<file path="src/rtl/rotate_right_seq.sv">
// Multi-cycle rotate-right unit: rotates a latched operand one bit per clock, then pulses done.
// Build option ROR_NIBBLE_STEP_EN: step by 4 bits while at least 4 positions remain.
module rotate_right_seq #(
  parameter int WIDTH   = 32,
  parameter int SHAMT_W = 5
) (
  input  logic             clock,
  input  logic             clear,
  input  logic             start,
  input  logic [WIDTH-1:0] unrotated,
  input  logic [WIDTH-1:0] rotateBy,
  output logic [WIDTH-1:0] rotated,
  output logic             busy,
  output logic             done
);

  typedef enum logic [1:0] {
    IDLE  = 2'b00,
    SHIFT = 2'b01,
    DONE  = 2'b10
  } state_t;

  state_t               state;
  logic [SHAMT_W-1:0]   remaining;
  logic [WIDTH-1:0]     step_data;
  logic [SHAMT_W-1:0]   step_rem;
  logic                 unused_upper;

  // Amount bits above the shift range are deliberately discarded (32 acts as 0).
  assign unused_upper = ^rotateBy[WIDTH-1:SHAMT_W];

  always_comb begin
    step_data = {rotated[0], rotated[WIDTH-1:1]};
    step_rem  = remaining - SHAMT_W'(1);
`ifdef ROR_NIBBLE_STEP_EN
    if (remaining >= SHAMT_W'(4)) begin
      step_data = {rotated[3:0], rotated[WIDTH-1:4]};
      step_rem  = remaining - SHAMT_W'(4);
    end
`endif
  end

  always_ff @(posedge clock) begin
    if (clear) begin
      state     <= IDLE;
      rotated   <= '0;
      remaining <= '0;
      busy      <= 1'b0;
      done      <= 1'b0;
    end else begin
      case (state)
        IDLE, DONE: begin
          if (start) begin
            rotated   <= unrotated;
            remaining <= rotateBy[SHAMT_W-1:0];
            if (rotateBy[SHAMT_W-1:0] != '0) begin
              state <= SHIFT;
              busy  <= 1'b1;
              done  <= 1'b0;
            end else begin
              state <= DONE;
              busy  <= 1'b0;
              done  <= 1'b1;
            end
          end else begin
            state <= IDLE;
            busy  <= 1'b0;
            done  <= 1'b0;
          end
        end
        SHIFT: begin
          // start is ignored here; the operation in flight runs to completion.
          rotated   <= step_data;
          remaining <= step_rem;
          if (step_rem == '0) begin
            state <= DONE;
            busy  <= 1'b0;
            done  <= 1'b1;
          end else begin
            state <= SHIFT;
            busy  <= 1'b1;
            done  <= 1'b0;
          end
        end
        default: begin
          state <= IDLE;
          busy  <= 1'b0;
          done  <= 1'b0;
        end
      endcase
    end
  end

endmodule

</file>
<file path="config.mk">
export PLATFORM = sky130hd
export DESIGN_NAME = rotate_right_seq
export DESIGN_NICKNAME = d
export VERILOG_FILES = /design/src/rtl/rotate_right_seq.sv
export SDC_FILE = /design/constraint.sdc
export NUM_CORES = 1
export LEC_CHECK = 0
export CAP_MARGIN = 20
export CORE_MARGIN = 2
export CORE_UTILIZATION = 36
export DETAILED_ROUTE_END_ITERATION = 8
export GPL_TIMING_DRIVEN = 0
export HOLD_SLACK_MARGIN = 0.15
export PLACE_DENSITY = 0.79
export SETUP_SLACK_MARGIN = 0.02
export SYNTH_ARGS = -nofsm -noshare
export SYNTH_HDL_FRONTEND = slang
export SYNTH_SLANG_ARGS = --single-unit
</file>
<file path="constraint.sdc">
create_clock -name clock -period 2 [get_ports clock]
set_clock_uncertainty 0.2 [all_clocks]
set_input_delay 0.3 -clock clock [delete_from_list [all_inputs] [get_ports clock]]
set_output_delay 0.3 -clock clock [all_outputs]
set_load 0.01 [all_outputs]
</file>
* Yosys cells after proc, flatten, opt, wreduce, memory -nomap -nowiden
Index checks and enable logic that the tools add are counted.
** Storage, ports and cells
- Bits of input ports :: 67
- Register bits after elaboration :: 41
- Word-level logic and storage cells :: 31
- Output and inout port bits :: 34
** Cells by class
- Reductions and logical operators :: 6
- $add $sub $neg :: 1
- Equal/unequal tests :: 3
- Mux-type cells :: 16
** Operator list (count)
- $pmux W32 S2 :: 1
- $mux W32 :: 1
- $pmux W5 S2 :: 1
- $mux W1 :: 6
- $mux W2 :: 3
- $logic_not A5 Y1 :: 1
- $mux W5 :: 1
- $reduce_bool A5 Y1 :: 1
- $sub A5 B1 Y5 const B :: 1
- $pmux W1 S2 :: 2
- $pmux W2 S2 :: 1
- $eq A2 B1 Y1 const B :: 1
- $eq A2 B2 Y1 const B :: 1
- $logic_not A2 Y1 :: 1
- $ne A2 B2 Y1 const B :: 1
- $reduce_and A2 Y1 :: 1
- $reduce_bool A2 Y1 :: 1
- $reduce_or A2 Y1 :: 1

* Logic depth before layout (Yosys ltp)
Gate-level depths: netlist (run 1).
- Depth in word-level cells :: 4
- Mapped depth :: 6
- Depth with buffers taken out :: 5

* Least setup slack after synthesis (run 1)
No wires, ideal clock.
- Path type :: register to register
- From :: register remaining[0]
- To :: register remaining[4]
- Stages on the path, launching flop included :: 6
- Arrival :: 1.387 ns
- Setup time :: 0.075 ns
- Slack :: 0.338 ns
- Path buffers :: 0
- Cell sequence :: dfxtp_1 inv_1 ha_1 or3b_4 or3_1 a31oi_1
** On the way
- Longest elaborated chain between the ends :: 2
** Ends and longest elaborated chain
- start: declaration :: line 24 : logic [SHAMT_W-1:0] remaining;
- start signal: assignment :: line 55 : remaining <= rotateBy[SHAMT_W-1:0];
- start signal: assignment :: line 74 : remaining <= step_rem;
- $sub A5 B1 Y5 :: line 34 : step_rem = remaining - SHAMT_W'(1);
- $pmux W5 S2 :: line 51 : case (state)
Every way passes these cells.
A chain may end at the register's enable or synchronous reset.

* Worst setup path after layout (run 1)
Ends and elaborated chain as after synthesis.

==> flow_summary_export.csv, run 1 <==
group,metric,value,unit
yosys,synth_commonest_cells,"41 x nor2_1, 39 x dfxtp_1, 32 x nor3_1, 32 x o22ai_1, 8 x buf_2",
final_layout,fin_cells,322,
worst_setup_path,crit_arrival,1.80,ns
yosys,synth_edf_count,0,
floorplan,start_util,0.370,
worst_setup_path,start_kind,"register",
floorplan,fp.dieH,70.5,microns
detailed_routing,ant_nets,0,
power_and_ir_drop,vdd_drop_max,0.000445,V
run,maxCapViolations,0,
worst_setup_path,ff2ff_path_depth,5,
global_route,grt_pass1_wl,7200,microns
worst_setup_path,path_buf_inv,1,
worst_setup_path,cp-startpoint,"remaining[0]",
global_route,grt_pass1_vias,1582,
timing,setup_violations,0,
yosys,synth_top_area_frac,0.491,
final_layout,drive_above_1_share,0.0593,
power_and_ir_drop,switching_share,0.311,
global_route,grt_overflow,0,
worst_setup_path,critPathCaptureType,"register",
timing,timing.setup.tns,0,ns
floorplan,io_pins,101,
yosys,synthTopCellsByArea,"dfxtp_1 49%, o22ai_1 13%, nor3_1 10%, nor2_1 9.7%, buf_2 2.5%",
timing,min_period_over_period,0.889,
cts,clk_pin_slew,0.07,ns
cts,cts_tree,"done",
cts,cts_max_path_buffers,2,
yosys,synth_largest_area_cell,"dfxtp_1",
yosys,ys_warn_count,0,
detailed_routing,drc,0,
detailed_routing,viasPerCell,5.34,
floorplan,core_area,4290,sq um
detailed_routing,drtPass1Iterations,4,
worst_setup_path,reg2reg_slack,0.22,ns
timing,min_period,1.78,ns
detailed_routing,wl_per_cell,14.0,microns
yosys,synth.distinct_cells,29,
yosys,synthFlopType,"dfxtp_1",
yosys,yosysMostFrequentCell,"nor2_1",
worst_setup_path,crit_cells,5,
cts,cts_resized,0,
timing,fin_ws,0.221,ns
power_and_ir_drop,combPwrFrac,0.321,
cts,numCtsBuffers,5,
placed_design,gp_congestion,0.795,
yosys,synthCells,190,
worst_setup_path,cp_cell_sequence,"inv_1 > ha_1 > or3b_4 > or3_1 > a31oi_1",
yosys,avgSynthCellArea,8.37,sq um
detailed_routing,drt-initial-drc-count,109,
timing,report.final.slew_viol_count,0,
floorplan,dieArea,4970,sq um
timing,grt_setup_unrepaired,"false",
power_and_ir_drop,seqPwrFrac,0.447,
final_layout,antenna_cells,0,
cts,htreeDepth,2,
floorplan,die_w,70.5,microns
yosys,ys_seq_elements,39,
timing,max_freq,562,MHz
global_route,antenna_found_initial,0,
placed_design,dp_slack,0.0377,ns
worst_setup_path,critical_path_class,"register to register",
worst_setup_path,cp_slowest_stage_delay,0.40,ns
power_and_ir_drop,power_leakage,0.920,nW
detailed_routing,finalWirelength,4510,microns
final_layout,area_delta_synth_final,54.5,%
worst_setup_path,endpoint,"remaining[4]",
detailed_routing,num_vias,1718,
power_and_ir_drop,powerDensity,898,nW/um^2
placed_design,dp_hpwl,3250,microns
power_and_ir_drop,p_int,1.52,mW
final_layout,final_util,0.572,
timing,slew_headroom,0.683,
cts,holdBufCountCts,0,
worst_setup_path,worst_path_max_delay_cell,"or3b_4",
worst_setup_path,worst_ep_required_time,2.02,ns
global_route,grt_use_total,0.181,
min_path,hold_class,"input port to register",
final_layout,final_nets,338,
cts,clk_latency,0.29,ns
worst_setup_path,worstReg2RegEnd,"remaining[4]",
cts,cts_setup_buffers,0,
yosys,syn-cell-area,1590,sq um
status,status,"finished, final reports clean",
worst_setup_path,crit_path_max_fanout,6,
timing,worst_pin_slew,0.476,ns
placed_design,port_buffers,72,
yosys,synth_fp_nets,259,
floorplan,row_count,24,
placed_design,numPlacedInstances,314,
global_route,grt_max_degree,12,
power_and_ir_drop,clkPwrFrac,0.232,
timing,hold_viol_final,0,
cts,cts.sinks,39,
yosys,synthArstFlopShare,0,
worst_setup_path,critPathTopFamily,"simple AND/OR/NAND/NOR gates",
timing,finalHoldWorstSlack,0.186,ns
cts,cts-root-buf,"clkbuf_8",
worst_setup_path,r2r_start,"remaining[0]",
yosys,ys_seq_area_frac,0.491,
final_layout,fill_cells,398,
power_and_ir_drop,switchingPower,0.685,mW
metal layers:
metal,vias to the layer above,GRT usage,part of all wire
li1,853,-,-
met5,-,0,0
met4,0,0.0684,0.017
met1,798,0.227,0.44
met2,60,0.279,0.47
met3,7,0.0707,0.077
cell type report:
class / instances / area (sq um) / share of cell area
clock buffer: 7 / 76.3 / 0.0311
inverter: 2 / 7.51 / 0.00305
multi-input combinational: 134 / 736 / 0.299
sequential: 39 / 781 / 0.318
tap: 52 / 65.1 / 0.0265
clock inverter: 1 / 5.00 / 0.00204
timing repair buffer: 72 / 721 / 0.293
buffer: 15 / 66.3 / 0.0270
kinds of logic after synthesis:
family          Yosys count  synth area share
simple gates             87             0.261
buf+inv                  17            0.0464
flops                    39             0.491
fa+ha+maj                 2            0.0157
compound gates           44             0.180
xor+xnor                  1           0.00551
state kept, by name, summed over array words and instances (netlist names):
signal / count
done: 1
state: 1
remaining: 5
rotated: 32
cells in the final DEF (no fill, tap or decap), drive strengths merged:
cell type,instances
nor4bb,1
buf,9
a2bb2oi,1
nand2,3
a21oi,1
clkdlybuf4s50,72
nor3,32
nor4b,1
clkbuf,13
and2b,1
or3b,1
nand3,1
o22ai,32
and2,1
a31oi,2
o31ai,1
nand2b,2
nor2,41
o21ai,2
or3,1
dfxtp,39
clkinv,1
a22o,2
xnor2,1
ha,2
or4,2
a221oi,2
o211ai,1
inv,2
worst min path at each step:
| stage | start | endpoint | slack (ns) | depth (start not counted) |
|---|---|---|---|---|
| 2_1_floorplan | rotateBy[3] | state[0] | 0.25 | 2 |
| 5_1_grt | clear | remaining[1] | 0.21 | 2 |
| 3_5_place_dp | rotated[17] | rotated[17] | 0.29 | 2 |
| 3_3_place_gp | rotated[18] | rotated[18] | 0.29 | 2 |
| 6_report | clear | remaining[1] | 0.19 | 2 |
| 4_1_cts | clear | remaining[1] | 0.19 | 2 |
power by group through the flow:
stage | Sequential (mW) | Combinational, mW | Clock, mW
2_1_floorplan | 1.03 | 0.328 | 0
3_3_place_gp | 0.998 | 0.697 | 0
3_5_place_dp | 1.00 | 0.710 | 0
4_1_cts | 0.986 | 0.714 | 0.519
5_1_grt | 1.00 | 0.771 | 0.560
6_report | 0.987 | 0.708 | 0.512
per-stage QoR:
stage	cell area, sq um	total power, mW
after floorplan	1590	1.36
after global placement	2380	1.70
after detailed placement	2380	1.71
after CTS	2460	2.22
after global routing	2460	2.33
final	2460	2.21
worst register-to-register path, stage by stage, from the launching register on:
cell	delay, ns
dfxtp_1	0.36
inv_1	0.07
ha_1	0.21
or3b_4	0.40
or3_1	0.32
a31oi_1	0.16
No activity file was read; power rests on OpenSTA's default activity.
==> run 2: changes to the inputs <==
--- a/config.mk
+++ b/config.mk
@@ -12,3 +12,2 @@
 export GPL_TIMING_DRIVEN = 0
-export HOLD_SLACK_MARGIN = 0.15
 export PLACE_DENSITY = 0.79
--- a/constraint.sdc
+++ b/constraint.sdc
@@ -4,2 +4,2 @@
 set_output_delay 0.3 -clock clock [all_outputs]
-set_load 0.01 [all_outputs]
+set_load 0.02 [all_outputs]
==> results of run 2 <==
Same layout as run 1 (identical final DEF). Status: finished, final reports clean.
Among the figures that moved: setup slack after layout 0.221 ns -> 0.172 ns; start point of the critical path remaining[0] -> state[0]; end point of the critical path remaining[4] -> busy; total power 2.21 mW -> 2.28 mW; worst IR drop on VDD 0.000445 V -> 0.000456 V
==> run 3: changes to the inputs <==
Settings changed: CELL_PAD_IN_SITES_DETAIL_PLACEMENT from default to 0, CELL_PAD_IN_SITES_GLOBAL_PLACEMENT from default to 2, CORE_UTILIZATION 36 to 19, GPL_ROUTABILITY_DRIVEN from default to 0, HOLD_SLACK_MARGIN from default to 0.03, PLACE_DENSITY 0.79 to default, PLACE_DENSITY_LB_ADDON from default to 0.1.
==> flow_summary_export.csv, run 3 (synthesis gave the netlist of run 1 again) <==
group,metric,value,unit
status,status,"finished, final reports clean",
cts,cts_max_path_buffers,2,
placed_design,port_buffers,72,
worst_setup_path,cp_slowest_stage_delay,0.63,ns
final_layout,largest-register,"rotated",
timing,grt_setup_unrepaired,"false",
worst_setup_path,worstReg2RegEnd,"rotated[23]",
final_layout,fin_cells,375,
min_path,min-delay-start,"clear",
floorplan,io_pins,101,
detailed_routing,wl_per_cell,14.4,microns
detailed_routing,route.met3.wl,293,microns
global_route,grt_overflow,0,
final_layout,drive_above_1_share,0.0630,
detailed_routing,drc,0,
timing,report.final.slew_viol_count,0,
worst_setup_path,cp_cell_sequence,"clkdlybuf4s50_1",
cts,htreeDepth,2,
detailed_routing,route.met2.wl,2510,microns
worst_setup_path,reg2reg_slack,0.20,ns
detailed_routing,highest_layer,"met4",
timing,max_freq,551,MHz
worst_setup_path,crit_path_max_fanout,4,
floorplan,row_count,33,
timing,min_period,1.82,ns
power_and_ir_drop,p_total,2.38,mW
min_path,hold_class,"input port to register",
worst_setup_path,crit_arrival,1.32,ns
worst_setup_path,r2r_start,"done",
floorplan,dieArea,9120,sq um
power_and_ir_drop,powerDensity,935,nW/um^2
cts,cts_tree,"done",
worst_setup_path,ff2ff_path_depth,5,
detailed_routing,viasPerCell,4.45,
timing,fin_ws,0.184,ns
final_layout,final_common_cell,"clkdlybuf4s50_1",
placed_design,dp_hpwl,3880,microns
worst_setup_path,cp-startpoint,"state[0]",
global_route,grt_pass1_wl,8400,microns
final_layout,fill_cells,907,
timing,slew_headroom,0.635,
global_route,grt_max_degree,12,
cts,cts_setup_buffers,0,
timing,timing.setup.tns,0,ns
detailed_routing,finalWirelength,5380,microns
final_layout,layout_common_cells,"72 x clkdlybuf4s50_1, 41 x nor2_1, 39 x dfxtp_1, 32 x o22ai_1, 32 x nor3_1",
cts,holdBufCountCts,0,
detailed_routing,ant_nets,0,
worst_setup_path,path_buf_inv,1,
final_layout,final_nets,338,
cts,clk_latency,0.29,ns
worst_setup_path,worst_path_max_delay_cell,"clkdlybuf4s50_1",
final_layout,largest_register_ffs,32,
floorplan,die_w,95.5,microns
floorplan,fp.dieH,95.5,microns
detailed_routing,num_vias,1668,
detailed_routing,wl_met1,2540,microns
cts,cts.sinks,39,
worst_setup_path,endpoint,"busy",
timing,worst_pin_slew,0.547,ns
worst_setup_path,crit_cells,1,
run,maxCapViolations,0,
global_route,grt_pass1_vias,1645,
global_route,antenna_found_initial,0,
global_route,grt_use_total,0.120,
timing,min_period_over_period,0.908,
final_layout,area_delta_synth_final,59.9,%
worst_setup_path,worst_ep_required_time,1.50,ns
final_layout,antenna_cells,0,
power_and_ir_drop,vdd_drop_max,0.000369,V
worst_setup_path,start_kind,"register",
floorplan,core_area,8180,sq um
power_and_ir_drop,power_leakage,0.930,nW
worst_setup_path,critical_path_class,"register to primary output",
worst_setup_path,critPathCaptureType,"primary output",
detailed_routing,drtPass1Iterations,4,
timing,setup_violations,0,
timing,hold_viol_final,0,
cts,numCtsBuffers,5,
min_path,hold_depth,2,
floorplan,start_util,0.195,
cts,cts-root-buf,"clkbuf_8",
placed_design,dp_slack,0.0125,ns
cts,cts_resized,0,
placed_design,numPlacedInstances,367,
detailed_routing,drt-initial-drc-count,35,
final_layout,top_regs,"rotated: 32 flops, remaining: 5 flops",
worst_setup_path,critPathTopFamily,"buffers and inverters",
cts,clk_pin_slew,0.08,ns
run 3: per-layer routing:
| layer | vias to the layer above | GRT usage |
|---|---|---|
| met4 | 0 | 0.0321 |
| met5 | - | 0 |
| met2 | 42 | 0.191 |
| met1 | 777 | 0.158 |
| met3 | 4 | 0.0340 |
| li1 | 845 | - |
run 3: metrics by stage:
step / hold WS [ns] / util / area [sq um]
after global routing: 0.287 / 0.311 / 2540
final: 0.216 / 0.311 / 2540
after floorplan: 0.245 / - / 1590
after CTS: 0.227 / 0.311 / 2540
after detailed placement: 0.295 / 0.299 / 2440
after global placement: 0.298 / 0.299 / 2440
run 3: cell type report:
class,count,area (sq um),share of cell area
Buffer,15,66.3,0.0261
Timing Repair Buffer,72,721,0.283
Sequential cell,39,781,0.307
Multi-Input combinational cell,134,736,0.289
Clock buffer,8,100,0.0394
Inverter,2,7.51,0.00295
Tap cell,105,131,0.0517
run 3: worst min-delay path by stage:
stage	end
floorplan	state[0]
global placement	rotated[21]
detailed placement	rotated[6]
CTS	remaining[0]
global route	remaining[0]
finish	remaining[0]
run 3: power by group:
part           switching [mW]  total (mW)  leakage, nW  internal [mW]
Combinational           0.406       0.794        0.555          0.388
Sequential             0.0948       0.984        0.323          0.889
Clock                   0.285       0.600       0.0515          0.315
Total                   0.785        2.38        0.930           1.59
